### config.mk
export PLATFORM = sky130hd
export DESIGN_NAME = mux8_rr_arbiter
export DESIGN_NICKNAME = d
export VERILOG_FILES = /design/src/rtl/mux8_rr_arbiter.sv
export SDC_FILE = /design/constraint.sdc
export NUM_CORES = 1
export LEC_CHECK = 0
export ABC_CLOCK_PERIOD_IN_PS = 3500
export CORE_AREA = 10 10 70 72
export CTS_BUF_LIST = sky130_fd_sc_hd__clkbuf_2 sky130_fd_sc_hd__clkbuf_4 sky130_fd_sc_hd__clkbuf_8
export CTS_CLUSTER_SIZE = 10
export DETAILED_ROUTE_END_ITERATION = 10
export DIE_AREA = 0 0 80 82
export GPL_ROUTABILITY_DRIVEN = 1
export PLACE_DENSITY = 0.77
export SYNTH_ARGS = -nofsm -noshare
export SYNTH_HDL_FRONTEND = slang
export SYNTH_SLANG_ARGS = --single-unit
### constraint.sdc
create_clock -name clk -period 3.5 [get_ports clk]
set_input_delay 0.35 -clock clk [delete_from_list [all_inputs] [get_ports clk]]
set_output_delay 0.35 -clock clk [all_outputs]
set_load 0.05 [all_outputs]
### src/rtl/mux8_rr_arbiter.sv
// rtl/mux8_rr_arbiter.sv - round-robin arbiter and select sequencer for the 8:1 mux tree (optional hold timeout: MUX8_ARB_TIMEOUT_EN)
module mux8_rr_arbiter #(
  parameter int unsigned MAX_HOLD = 16
) (
  input  logic       clk,
  input  logic       rst,
  input  logic [7:0] req,
  output logic [7:0] gnt,
  output logic       valid,
  output logic [2:0] sel,
  output logic       tmo
);

  typedef enum logic {IDLE = 1'b0, BUSY = 1'b1} state_t;

  state_t     state_q, state_d;
  logic [2:0] ptr_q, ptr_d;
  logic [2:0] owner_q, owner_d;
  logic [2:0] pick;
  logic       pick_ok;
  logic       hold_lim;
  logic       force_rel;
  logic [7:0] gnt_d;
  logic       valid_d;
  logic [2:0] sel_d;
  logic       tmo_d;

`ifdef MUX8_ARB_TIMEOUT_EN
  localparam logic [7:0] LIMIT = 8'(MAX_HOLD - 1);
  logic [7:0] cnt_q;

  // hold counter: zero on grant, counts every BUSY cycle after that
  always_ff @(posedge clk or posedge rst) begin
    if (rst) begin
      cnt_q <= 8'd0;
    end else if (state_q == IDLE && pick_ok) begin
      cnt_q <= 8'd0;
    end else if (state_q == BUSY) begin
      cnt_q <= cnt_q + 8'd1;
    end
  end

  assign hold_lim = (cnt_q == LIMIT);
`else
  // without the timeout there is no hold bound; MAX_HOLD is legal only from 1, so this is constant 0
  assign hold_lim = (MAX_HOLD == 0);
`endif

  // first requester at or above ptr, wrapping modulo 8
  always_comb begin
    pick    = 3'd0;
    pick_ok = 1'b0;
    for (int i = 0; i < 8; i++) begin
      if (!pick_ok && req[ptr_q + 3'(i)]) begin
        pick    = ptr_q + 3'(i);
        pick_ok = 1'b1;
      end
    end
  end

  // state, pointer and owner registers
  always_ff @(posedge clk or posedge rst) begin
    if (rst) begin
      state_q <= IDLE;
      ptr_q   <= 3'd0;
      owner_q <= 3'd0;
    end else begin
      state_q <= state_d;
      ptr_q   <= ptr_d;
      owner_q <= owner_d;
    end
  end

  // next state: grant from IDLE, release from BUSY on drop or hold limit
  always_comb begin
    state_d   = state_q;
    ptr_d     = ptr_q;
    owner_d   = owner_q;
    force_rel = 1'b0;
    case (state_q)
      IDLE: begin
        if (pick_ok) begin
          state_d = BUSY;
          owner_d = pick;
        end
      end
      BUSY: begin
        if (!req[owner_q] || hold_lim) begin
          state_d   = IDLE;
          ptr_d     = owner_q + 3'd1;
          force_rel = req[owner_q];
        end
      end
      default: state_d = IDLE;
    endcase
  end

  // next values of the registered outputs; sel keeps the last owner while idle
  always_comb begin
    gnt_d   = 8'h00;
    valid_d = 1'b0;
    sel_d   = sel;
    tmo_d   = force_rel;
    if (state_d == BUSY) begin
      gnt_d   = 8'h01 << owner_d;
      valid_d = 1'b1;
      sel_d   = owner_d;
    end
  end

  // output registers, so nothing combinational reaches the ports from req
  always_ff @(posedge clk or posedge rst) begin
    if (rst) begin
      gnt   <= 8'h00;
      valid <= 1'b0;
      sel   <= 3'd0;
      tmo   <= 1'b0;
    end else begin
      gnt   <= gnt_d;
      valid <= valid_d;
      sel   <= sel_d;
      tmo   <= tmo_d;
    end
  end

endmodule

==> results list, run 1 <==
- Result of the run: completed
- Net count after synthesis: 172
- A synthesized cell averages ~11 µm².
* Crit path cell chain: inv_1 -> ha_1 -> mux2_2 -> mux4_2 -> o32a_4 -> nor4_2 -> a221oi_2 -> o32a_4 -> nor4bb_4
- Placement row count: 22
- The worst pin sits at a relative slew slack of 51.72%.
* Placer Congestion: 0.8602
- # DRC: 0
* Worst setup timing slack at the placement stage: 0.1682 ns
* Number of register bits inferred by synthesis: 18
* Final ANT Viol Nets: 0
- In the finished design, the share of the clock period the worst path needs comes to 95.97%.
- Final-stage net count: roughly 190
- After layout, the minimum clock period comes to 3.359 ns.
- No sink is reached through more buffers than the 2 on the longest clock path.
- Summed over all nets, the half-perimeter wirelength after detailed placement is 3.388 mm.
- The endpoint identified for the worst register-to-register timing path is gnt[3].
- During placement, the flow inserted port buffers numbering 21.
- After detailed routing, the number of vias per cell comes to 6.247.
- Clock Root Buffer: clkbuf_4
* Launching element of the worst setup path: ptr_q[1]
* Number of vias after detailed routing: approximately 1400
- The via count of the first global-routing pass was 1583.
* Count of flip-flops with a built-in enable after synthesis: 0
- The worst register-to-register path begins at ptr_q[1].
* Worst-skew pair later-pin latency: approximately 0.29 ns
- Total clock sinks: 18
- For this run, the slowest stage of the critical path takes 0.51 ns.
- Summing the sequential cell areas from Yosys gives 24.90% of the chip area.
- Most common cell after layout, fill and taps aside: clkdlybuf4s50_1
* Floorplan die height: 82 µm
- Pin count of the biggest net entering global routing: 19
* CP Class: reg2reg
- Number of optimization iterations in the first detailed-route pass: 4
- Initial cell density of the core: ~51%
- Fin area: 2088 µm²
- CTS built an H-tree with a depth of 1.
- First-pass GRT wire length: 7.769 mm
* Final Slew Violations: 0
- Once the clock tree was built, the setup fixing pass inserted 0 buffers.
- Data required time of the worst path: 3.70 ns
- R2R cell count: 9
- Number of distinct library cell variants in the gate-level netlist after synthesis: 57
- The core region is between 3000 and 4000 µm².
- In this run the cell area of the synthesized design comes to 1809 µm².
- Setup slack of the worst register-to-register path: roughly 0.14 ns
- The total count of hold-check failures in the final report is 0.
- Layout area overhead: 15.42%
- At the pin with the least slew margin, the transition time is 0.7242 ns.
- Critical Path End: gnt[3]
* Yosys warning total: 0
- In the final layout, the share of cells above drive strength 1 is 27.37%.
- Hold repair after CTS inserted 0 buffers.
- Number of buffers created by CTS: 3
- In the synthesized netlist, the number of instances is between 150 and 200.
* Clock transition at the registers of the reported paths: 0.09 ns
- On the final layout, the worst clock skew is 0.001154 ns.
- Final TNS setup: 0 ns
* Cell repeated most along the worst path: o32a_4
- Once the clock tree was built, the resizer swapped 0 gates to a different size.
- The die covers about 6600 µm².
- After global routing the overflow that remains totals 0.
- Fraction of synthesis flops using an asynchronous set or reset pin: 100.0%
- CP Launch Type: flip-flop
- Number of antenna violations at the first check in global routing: 0
* Min-Delay Path Class: in2async
- Slowest cell on the critical path: ha_1
* Top-Level Pins: 23
- Clock tree from TritonCTS: built
* Maximum clock frequency: 0.2977 GHz
- Global routing consumed, over all layers together, ~15% of the routing resources.
- Antenna Diode Count: 0
- Commonest non-fill, non-tap cells in the layout: clkdlybuf4s50_1 (21), dfrtp_1 (18), mux4_2 (15), nand2_1 (11), inv_1 (9)
* X dimension of the die: 80 µm
* Final worst slack: 0.1409 ns
* Initial detailed-routing violation count: 245
* CP Data Arrival Time: 3.56 ns
- Total detailed-routing wirelength: roughly 4.3 mm
- Maximum fanout encountered on the critical timing path: 9
- Setup-violating endpoint count in the final report: 0
- Routed wire per std cell: 18.96 µm
* Top FF cell, synth: dfrtp_1
- RSZ-0062 raised after global routing: no
* CP Capture Type: flip-flop
- Post-DP Area: 2052 µm²
* Number of maximum-capacitance constraint violations: 0
## state kept, by name, summed over array words and instances (netlist names)
name and count:
owner_q 3, gnt 8, state_q 1, ptr_q 3
sel 3
## synthesized netlist by cell type, types with 4 or more instances
cell	n	area, µm²
mux2i_1	5	50.05
mux4_2	15	337.8
mux2_2	6	67.56
nand2b_1	4	25.02
nand2_1	11	41.29
inv_1	9	33.78
buf_2	4	20.02
nor2_1	5	18.77
o21ai_0	5	25.02
dfrtp_1	18	450.4
a21oi_1	8	40.04
## routing by layer
layer,wire (µm),vias up,GRT usage [%]
li1,-,660,-
met1,1772,701,17.99
met2,2248,52,25.44
met3,251,5,2.620
met4,31,0,4.930
met5,0,-,0
## worst min-delay path by stage
stage          startpoint    endpoint  slack [ns]  cells after the start
6_report              rst  owner_q[0]        0.44                      2
5_1_grt               rst      gnt[1]        0.47                      2
4_1_cts               rst  owner_q[2]        0.46                      2
3_5_place_dp       sel[0]      sel[0]        0.50                      1
3_3_place_gp       sel[0]      sel[0]        0.49                      1
2_1_floorplan         rst      gnt[0]        0.29                      1
## cells by family after synthesis
family,Yosys count,synth area share [%]
AO/OA/AOI/OAI,39,18.88
XOR/XNOR,6,2.905
adder cells (fa/ha/maj),3,2.075
buffers and inverters,19,5.463
flip-flops,18,24.90
multiplexers,30,29.53
other,1,0.2073
AND/OR/NAND/NOR,43,16.04
## through the flow
| step | hold slack (ns) | cells | util [%] |
|---|---|---|---|
| 2_1_floorplan | 0.2886 | 159 | - |
| 3_3_place_gp | 0.4896 | 223 | 57.34 |
| 3_5_place_dp | 0.5029 | 223 | 57.34 |
| 4_1_cts | 0.4553 | 227 | 58.36 |
| 5_1_grt | 0.4691 | 227 | 58.36 |
| 6_report | 0.4389 | 227 | 58.36 |
## final cells by class
type                    count  area (µm²)
clock buffers               4       36.28
flip-flops and latches     18       450.4
repair buffers             26       247.7
well taps                  48       60.06
multi-input cells         122        1260
fillers                   304        1490
inverters                   9       33.78
## worst max-delay path: cells and delay by family, from the launching register on
kind | cells | cell delay [ns]
AOI/OAI and AO/OA | 3 | 0.89
DFF | 1 | 0.38
buffers and inverters | 1 | 0.09
muxes | 2 | 0.90
and+or+nand+nor | 2 | 0.52
adders and majority gates | 1 | 0.51
Power of run 1 is not shown: default switching activity piles up to over one toggle a cycle in this logic, so the estimate is an artifact.
==> inputs of run 2 (changes only) <==
==> config.mk (replaced) <==
export PLATFORM = sky130hd
export DESIGN_NAME = mux8_rr_arbiter
export DESIGN_NICKNAME = d
export VERILOG_FILES = /design/src/rtl/mux8_rr_arbiter.sv
export SDC_FILE = /design/constraint.sdc
export NUM_CORES = 1
export LEC_CHECK = 0
export ABC_CLOCK_PERIOD_IN_PS = 3200
export CORE_AREA = 10 10 75 77
export CTS_BUF_LIST = sky130_fd_sc_hd__clkbuf_2 sky130_fd_sc_hd__clkbuf_4 sky130_fd_sc_hd__clkbuf_8
export CTS_CLUSTER_SIZE = 10
export DETAILED_ROUTE_END_ITERATION = 10
export DIE_AREA = 0 0 85 87
export GPL_ROUTABILITY_DRIVEN = 1
export PLACE_DENSITY = 0.65
export SYNTH_ARGS = -nofsm -noshare
export SYNTH_HDL_FRONTEND = slang
export SYNTH_SLANG_ARGS = --single-unit
==> constraint.sdc (replaced) <==
create_clock -name clk -period 3.2 [get_ports clk]
set_input_delay 0.32 -clock clk [delete_from_list [all_inputs] [get_ports clk]]
set_output_delay 0.32 -clock clk [all_outputs]
set_load 0.05 [all_outputs]
==> run 2 against run 1 <==
Effect of this change:
- non-clock buffer count rose by 19
- sequential cell count did not move
- first-iteration DRC count fell by 51%
- die area rose by 13%
- routed wire length rose by 9.4%
- sequential share of layout area fell by 2.3 points
- worst hold slack improved by 0.024 ns
==> results list, run 2 (synthesized netlist as in run 1, its figures left out) <==
- Pin count of the biggest net entering global routing: 19
- X dimension of the die: 85 µm
* Clock Root Buffer: clkbuf_8
- Of all nets on the critical path, the largest fanout is 8.
- For this run, the top clock speed supported by timing is 0.3243 GHz.
* Clock tree from TritonCTS: built
- Slew at the pin closest to its max-slew limit: 0.6642 ns
- Counting I/O delays and the setup requirement, the final critical path takes 3.083 ns.
- The number of slew-limit violations in the final report is 0.
- After detailed routing, the number of vias per cell comes to slightly below 6.
- In this run the critical register-to-register path is launched from ptr_q[1].
- The area growth from synthesis to layout is 28.91%.
* CP Launch Type: flip-flop
- The detailed router placed approximately 1500 vias in this run.
- CP Class: reg2reg
- Core Footprint: 4234 µm²
- The first global-routing pass estimated 7.852 mm of wire.
- Final-stage net count: 212
- Number of buffers on the longest clock path: 2
- Result of the run: completed
- For this design, the CTS-stage hold fixing added 0 buffers.
* # DRC: 0
- Row generation in the floorplan step produced 24 rows.
* Destination of the worst register-to-register timing path: gnt[2]
- Filler Cell Count: 341
- Global routing used 12.53% of the available tracks.
- STA puts the critical path data required time at 3.35 ns.
- The total overflow left after global routing is 0.
- Placed Cells: 240
- Port Buffers: 21
- During I/O placement, the number of pins put on the boundary was 23.
- Level count of the clock H-tree: 1
- The setup check on the worst reg-to-reg path leaves a slack of between 0.1 and 0.15 ns.
- The routed design uses 186 µm of met3 wire.
* CP Capture Type: flip-flop
* Antenna Diode Count: 0
- Once the floorplan was initialized, standard cells occupied roughly 43% of the core.
- Cells with a size suffix above 1 make up 37.37% of the layout.
* Total Die Area: roughly 7400 µm²
- Total clock sinks: 18
- Final worst slack: ~0.12 ns
* Detailed-placement wirelength estimate: 3.630 mm
* Number of maximum-capacitance constraint violations: 0
* Max transition margin: between 50% and 60%
* Wire length the detailed router placed on met1: 2.001 mm
- The via count of the first global-routing pass is approximately 1500.
* Routed met2 length: 2.478 mm
* Most flops, register: gnt
- At the end of routability-driven placement, the weighted congestion stood at 0.8571.
* Final period utilization: 96.36%
- Number of antenna violations at the first check in global routing: 0
- Final ANT Viol Nets: 0
- Clock transition at the registers of the reported paths: 0.07 ns
* Top layer used by detailed routing: met4
- Counting the buffers created by CTS gives 3.
- From bottom edge to top edge, the die measures 87 µm.
- The first detailed-routing pass took 4 iterations.
- Clock latency on the worst-skew pair, taken at its later pin, is roughly 0.25 ns.
* Worst setup timing slack at the placement stage: -0.005674 ns
* Count of placed standard cells in the final layout, fillers left out: 250
* Min-Delay Path Class: in2async
- Initial detailed-routing violation count: 121
* Final hold violation count: 0
- Commonest non-fill, non-tap cells in the layout: clkdlybuf4s50_1 (21), buf_4 (21), dfrtp_1 (18), mux4_2 (15), nand2_1 (11)
- Cells fill ~55% of the core in the end.
- The number of cells on the worst reg-to-reg path is 10.
- Post-Route Skew: 0.003858 ns
* Setup-violating endpoint count in the final report: 0
- Routed wire per std cell: ~19 µm
* CP Data Arrival Time: 3.24 ns
- The final layout contains routed wiring with a total length of between 4 and 5 mm.
- The register with the most flip-flops in the layout has 8 of them.
## run 2: changes by cell type in the layout (fill, tap and decap cells not counted), moves of 2 or more
cell / before / now
buf_4: 5 / 21
nor4_4: 0 / 2
buf_6: 0 / 3
o32ai_1: 3 / 1
o32ai_2: 0 / 2
clkbuf_4: 3 / 0
nor4_2: 2 / 0
clkbuf_8: 1 / 4
## run 2: worst max path at each step
stage	start	end	slack [ns]
finish	ptr_q[1]	gnt[2]	0.12
global route	ptr_q[1]	gnt[2]	-0.02
CTS	ptr_q[1]	gnt[2]	0.01
detailed placement	req[3]	gnt[3]	-0.006
global placement	req[5]	gnt[2]	0.05
floorplan	ptr_q[1]	gnt[3]	-0.02
## run 2: through the flow
stage | instance area [µm²] | hold slack [ns] | setup TNS [ns]
2_1_floorplan | 1847 | 0.2586 | -0.02187
3_3_place_gp | 2178 | 0.4944 | 0
4_1_cts | 2233 | 0.4799 | 0
6_report | 2332 | 0.4627 | 0
3_5_place_dp | 2178 | 0.5012 | -0.006075
5_1_grt | 2332 | 0.5073 | -0.01784
## run 2: critical path, cell delays in order, from the launching register on
cell,delay [ns]
dfrtp_1,0.40
inv_4,0.07
ha_4,0.33
mux2_2,0.36
mux4_2,0.48
o32a_4,0.38
a211oi_2,0.18
o32ai_2,0.10
buf_4,0.16
a21oi_4,0.28
nor4b_4,0.25
## run 2: layer usage
metal | global-route usage (%) | vias up
met5 | 0 | -
met4 | 3.144 | 0
met3 | 1.873 | 4
met2 | 22.62 | 35
met1 | 15.06 | 745
li1 | - | 701
## run 2: layout make-up
cell class / count / area [µm²] / area share [%]
Inverter: 9 / 36.28 / 1.556
Multi-Input combinational cell: 122 / 1324 / 56.76
Sequential cell: 18 / 450.4 / 19.31
Clock buffer: 4 / 55.05 / 2.361
Timing Repair Buffer: 45 / 401.6 / 17.22
Tap cell: 52 / 65.06 / 2.790
## run 2: what timing repair did
item                                    4_1_cts  5_1_grt
buffers inserted                              0        6
resized for setup                             0       10
endpoints found under the setup margin        0        8
Power of run 2 is left out for the same reason.
==> inputs of run 3 (changes only) <==
--- a/config.mk
+++ b/config.mk
@@ -6,13 +6,15 @@
 export NUM_CORES = 1
 export LEC_CHECK = 0
 export ABC_CLOCK_PERIOD_IN_PS = 3200
+export CELL_PAD_IN_SITES_DETAIL_PLACEMENT = 1
+export CELL_PAD_IN_SITES_GLOBAL_PLACEMENT = 1
 export CORE_AREA = 10 10 75 77
 export CTS_BUF_LIST = sky130_fd_sc_hd__clkbuf_2 sky130_fd_sc_hd__clkbuf_4 sky130_fd_sc_hd__clkbuf_8
-export CTS_CLUSTER_SIZE = 10
+export CTS_CLUSTER_SIZE = 30
 export DETAILED_ROUTE_END_ITERATION = 10
 export DIE_AREA = 0 0 85 87
 export GPL_ROUTABILITY_DRIVEN = 1
-export PLACE_DENSITY = 0.65
+export PLACE_DENSITY_LB_ADDON = 0.1
 export SYNTH_ARGS = -nofsm -noshare
 export SYNTH_HDL_FRONTEND = slang
 export SYNTH_SLANG_ARGS = --single-unit
==> run 3 against run 2 <==
Effect of this change:
- core utilization rose by 0.74 points
- final area rose by 1.3%
- worst hold slack got worse by 0.010 ns
- non-clock buffer count rose by 3
- clock skew fell by 0.00079 ns
- largest cell class unchanged
- cell count rose by 1.2%
==> results list, run 3 (synthesized netlist as in run 1, its figures left out) <==
- Result of the run: completed
- The detailed router used layers up to and including met4.
- CP Capture Type: flip-flop
- Initial detailed-routing violation count: 90
- Across the routed clock network, the largest skew measured is 0.003070 ns.
- After detailed routing, the number of remaining DRC violations is 0.
- Detailed-placement wirelength estimate: 4.283 mm
- The number of antenna diodes in the final layout is 0.
* Number of antenna violations at the first check in global routing: 0
* Commonest non-fill, non-tap cells in the layout: buf_4 (24), clkdlybuf4s50_1 (21), dfrtp_1 (18), mux4_2 (15), nand2_1 (11)
- Of all nets on the critical path, the largest fanout is 7.
- Max transition margin: 56.77%
- The register with the most flip-flops in the layout has 8 of them.
- Number of buffers created by CTS: 3
- In the final routing, the length of wire on met1 measures around 2.2 mm.
- In this run the number of H-tree levels came out at 1.
* Min-Delay Path Class: in2async
- Number of optimization iterations in the first detailed-route pass: 4
- The congestion estimate from routability-driven global placement came to ~0.89.
- The first global-routing pass estimated 9.011 mm of wire.
- Number of maximum-capacitance constraint violations: 0
- Origin of the critical flop-to-flop path: ptr_q[1]
* Final ANT Viol Nets: 0
- Layout area overhead: 30.64%
- The floorplan step set the die height to 87 µm.
* Vias in the first global route: 1668
- The number of slew-limit violations in the final report was 0.
- In the final routed layout, each cell accounts on average for 22.04 µm.
- Most common cell after layout, fill and taps aside: buf_4
* Clock period minus final worst setup slack: 3.149 ns
- Filler Cell Count: 439
* Port Buffers: 21
- The clock passes through at most 2 buffers.
- Core Footprint: 4234 µm²
- The final layout contains routed wiring with a total length of roughly 5.6 mm.
- Top-Level Pins: 23
- The total overflow left after global routing is 0.
* Pin count of the biggest net entering global routing: 19
- The post-route netlist has 38.31% of its cells at a drive strength greater than 1.
* Most flops, register: gnt
- Detailed routing inserted a total of 1553 vias.
* Slew at the pin closest to its max-slew limit: 0.6477 ns
- STA puts the critical path data required time at 3.34 ns.
- Initial cell density of the core: 42.73%
* Final-stage net count: 215
- The total count of hold-check failures in the final report was 0.
* CP Data Arrival Time: between 3 and 4 ns
* Total Die Area: 7395 µm²
- The most critical setup path has its startpoint at ptr_q[1].
- X dimension of the die: 85 µm
- Total clock sinks: 18
- Detailed routing placed a total of 2.931 mm of wire on met2.
- Placement row count: 24
* Maximum clock frequency: 0.3176 GHz
* Clock transition at the registers of the reported paths: roughly 0.070 ns
- For this run, the number of standard cells in the final layout without fillers is 253.
- CP Class: reg2reg
* Final period utilization: 98.40%
* Clock Root Buffer: clkbuf_8
- Sum of met3 wire segment lengths after detailed routing: 304 µm
- The worst setup path is launched from a flip-flop.
- Post-DR vias/cell: 6.138
- GRT Total Usage: between 10% and 20%
* Worst-skew pair later-pin latency: about 0.25 ns
- TritonCTS built the clock tree.
* Setup-violating endpoint count in the final report: 0
- Placed Cells: 247
[run 3: layer usage]
layer	global-route usage [%]	up-vias
li1	-	706
met1	17.21	796
met2	27.38	43
met3	2.996	8
met4	4.641	0
met5	0	-
[run 3: timing repair]
| action | CTS | global route |
|---|---|---|
| buffers inserted | 0 | 2 |
| hold buffers | 0 | 0 |
| endpoints found under the setup margin | 2 | 5 |
| resized for setup | 2 | 9 |
| pin swaps | 1 | 10 |
[run 3: through the flow]
stage,setup WS (ns),cell area (µm²),setup TNS [ns],hold WS (ns),util [%]
finish,0.05116,2364,0,0.4522,55.82
global route,-0.04093,2364,-0.04093,0.4889,55.82
CTS,0.01837,2302,0,0.4723,54.37
detailed placement,-0.2226,2231,-0.7067,0.5066,52.69
global placement,-0.1384,2231,-0.1617,0.4979,52.69
floorplan,-0.02187,1847,-0.02187,0.2586,-
[run 3: final cells by class]
type	instances	area [µm²]	area share, %
tap	52	65.06	2.753
inverter	9	36.28	1.535
clock buffer	4	55.05	2.329
sequential	18	450.4	19.06
timing repair buffer	48	424.2	17.95
multi-input combinational	122	1333	56.38
[run 3: worst max-delay path: stages (launching register included)]
cell	delay (ns)
dfrtp_1	0.40
inv_4	0.07
ha_4	0.33
mux2_2	0.35
mux4_2	0.49
o32a_4	0.38
nor4_4	0.15
a221oi_2	0.10
o32a_4	0.43
nor4b_4	0.33
[run 3: worst paths after layout]
| path | endpoint | slack, ns | cells past startpoint |
|---|---|---|---|
| max | gnt[2] | 0.05 | 9 |
| min | gnt[7] | 0.45 | 2 |
| max reg2reg | gnt[2] | 0.05 | 9 |
| min reg2reg | sel[0] | 0.52 | 1 |
| max in group asynchronous | gnt[0] | 2.33 | 2 |
| min in group clk | sel[0] | 0.52 | 1 |
Power of run 3 is left out for the same reason.
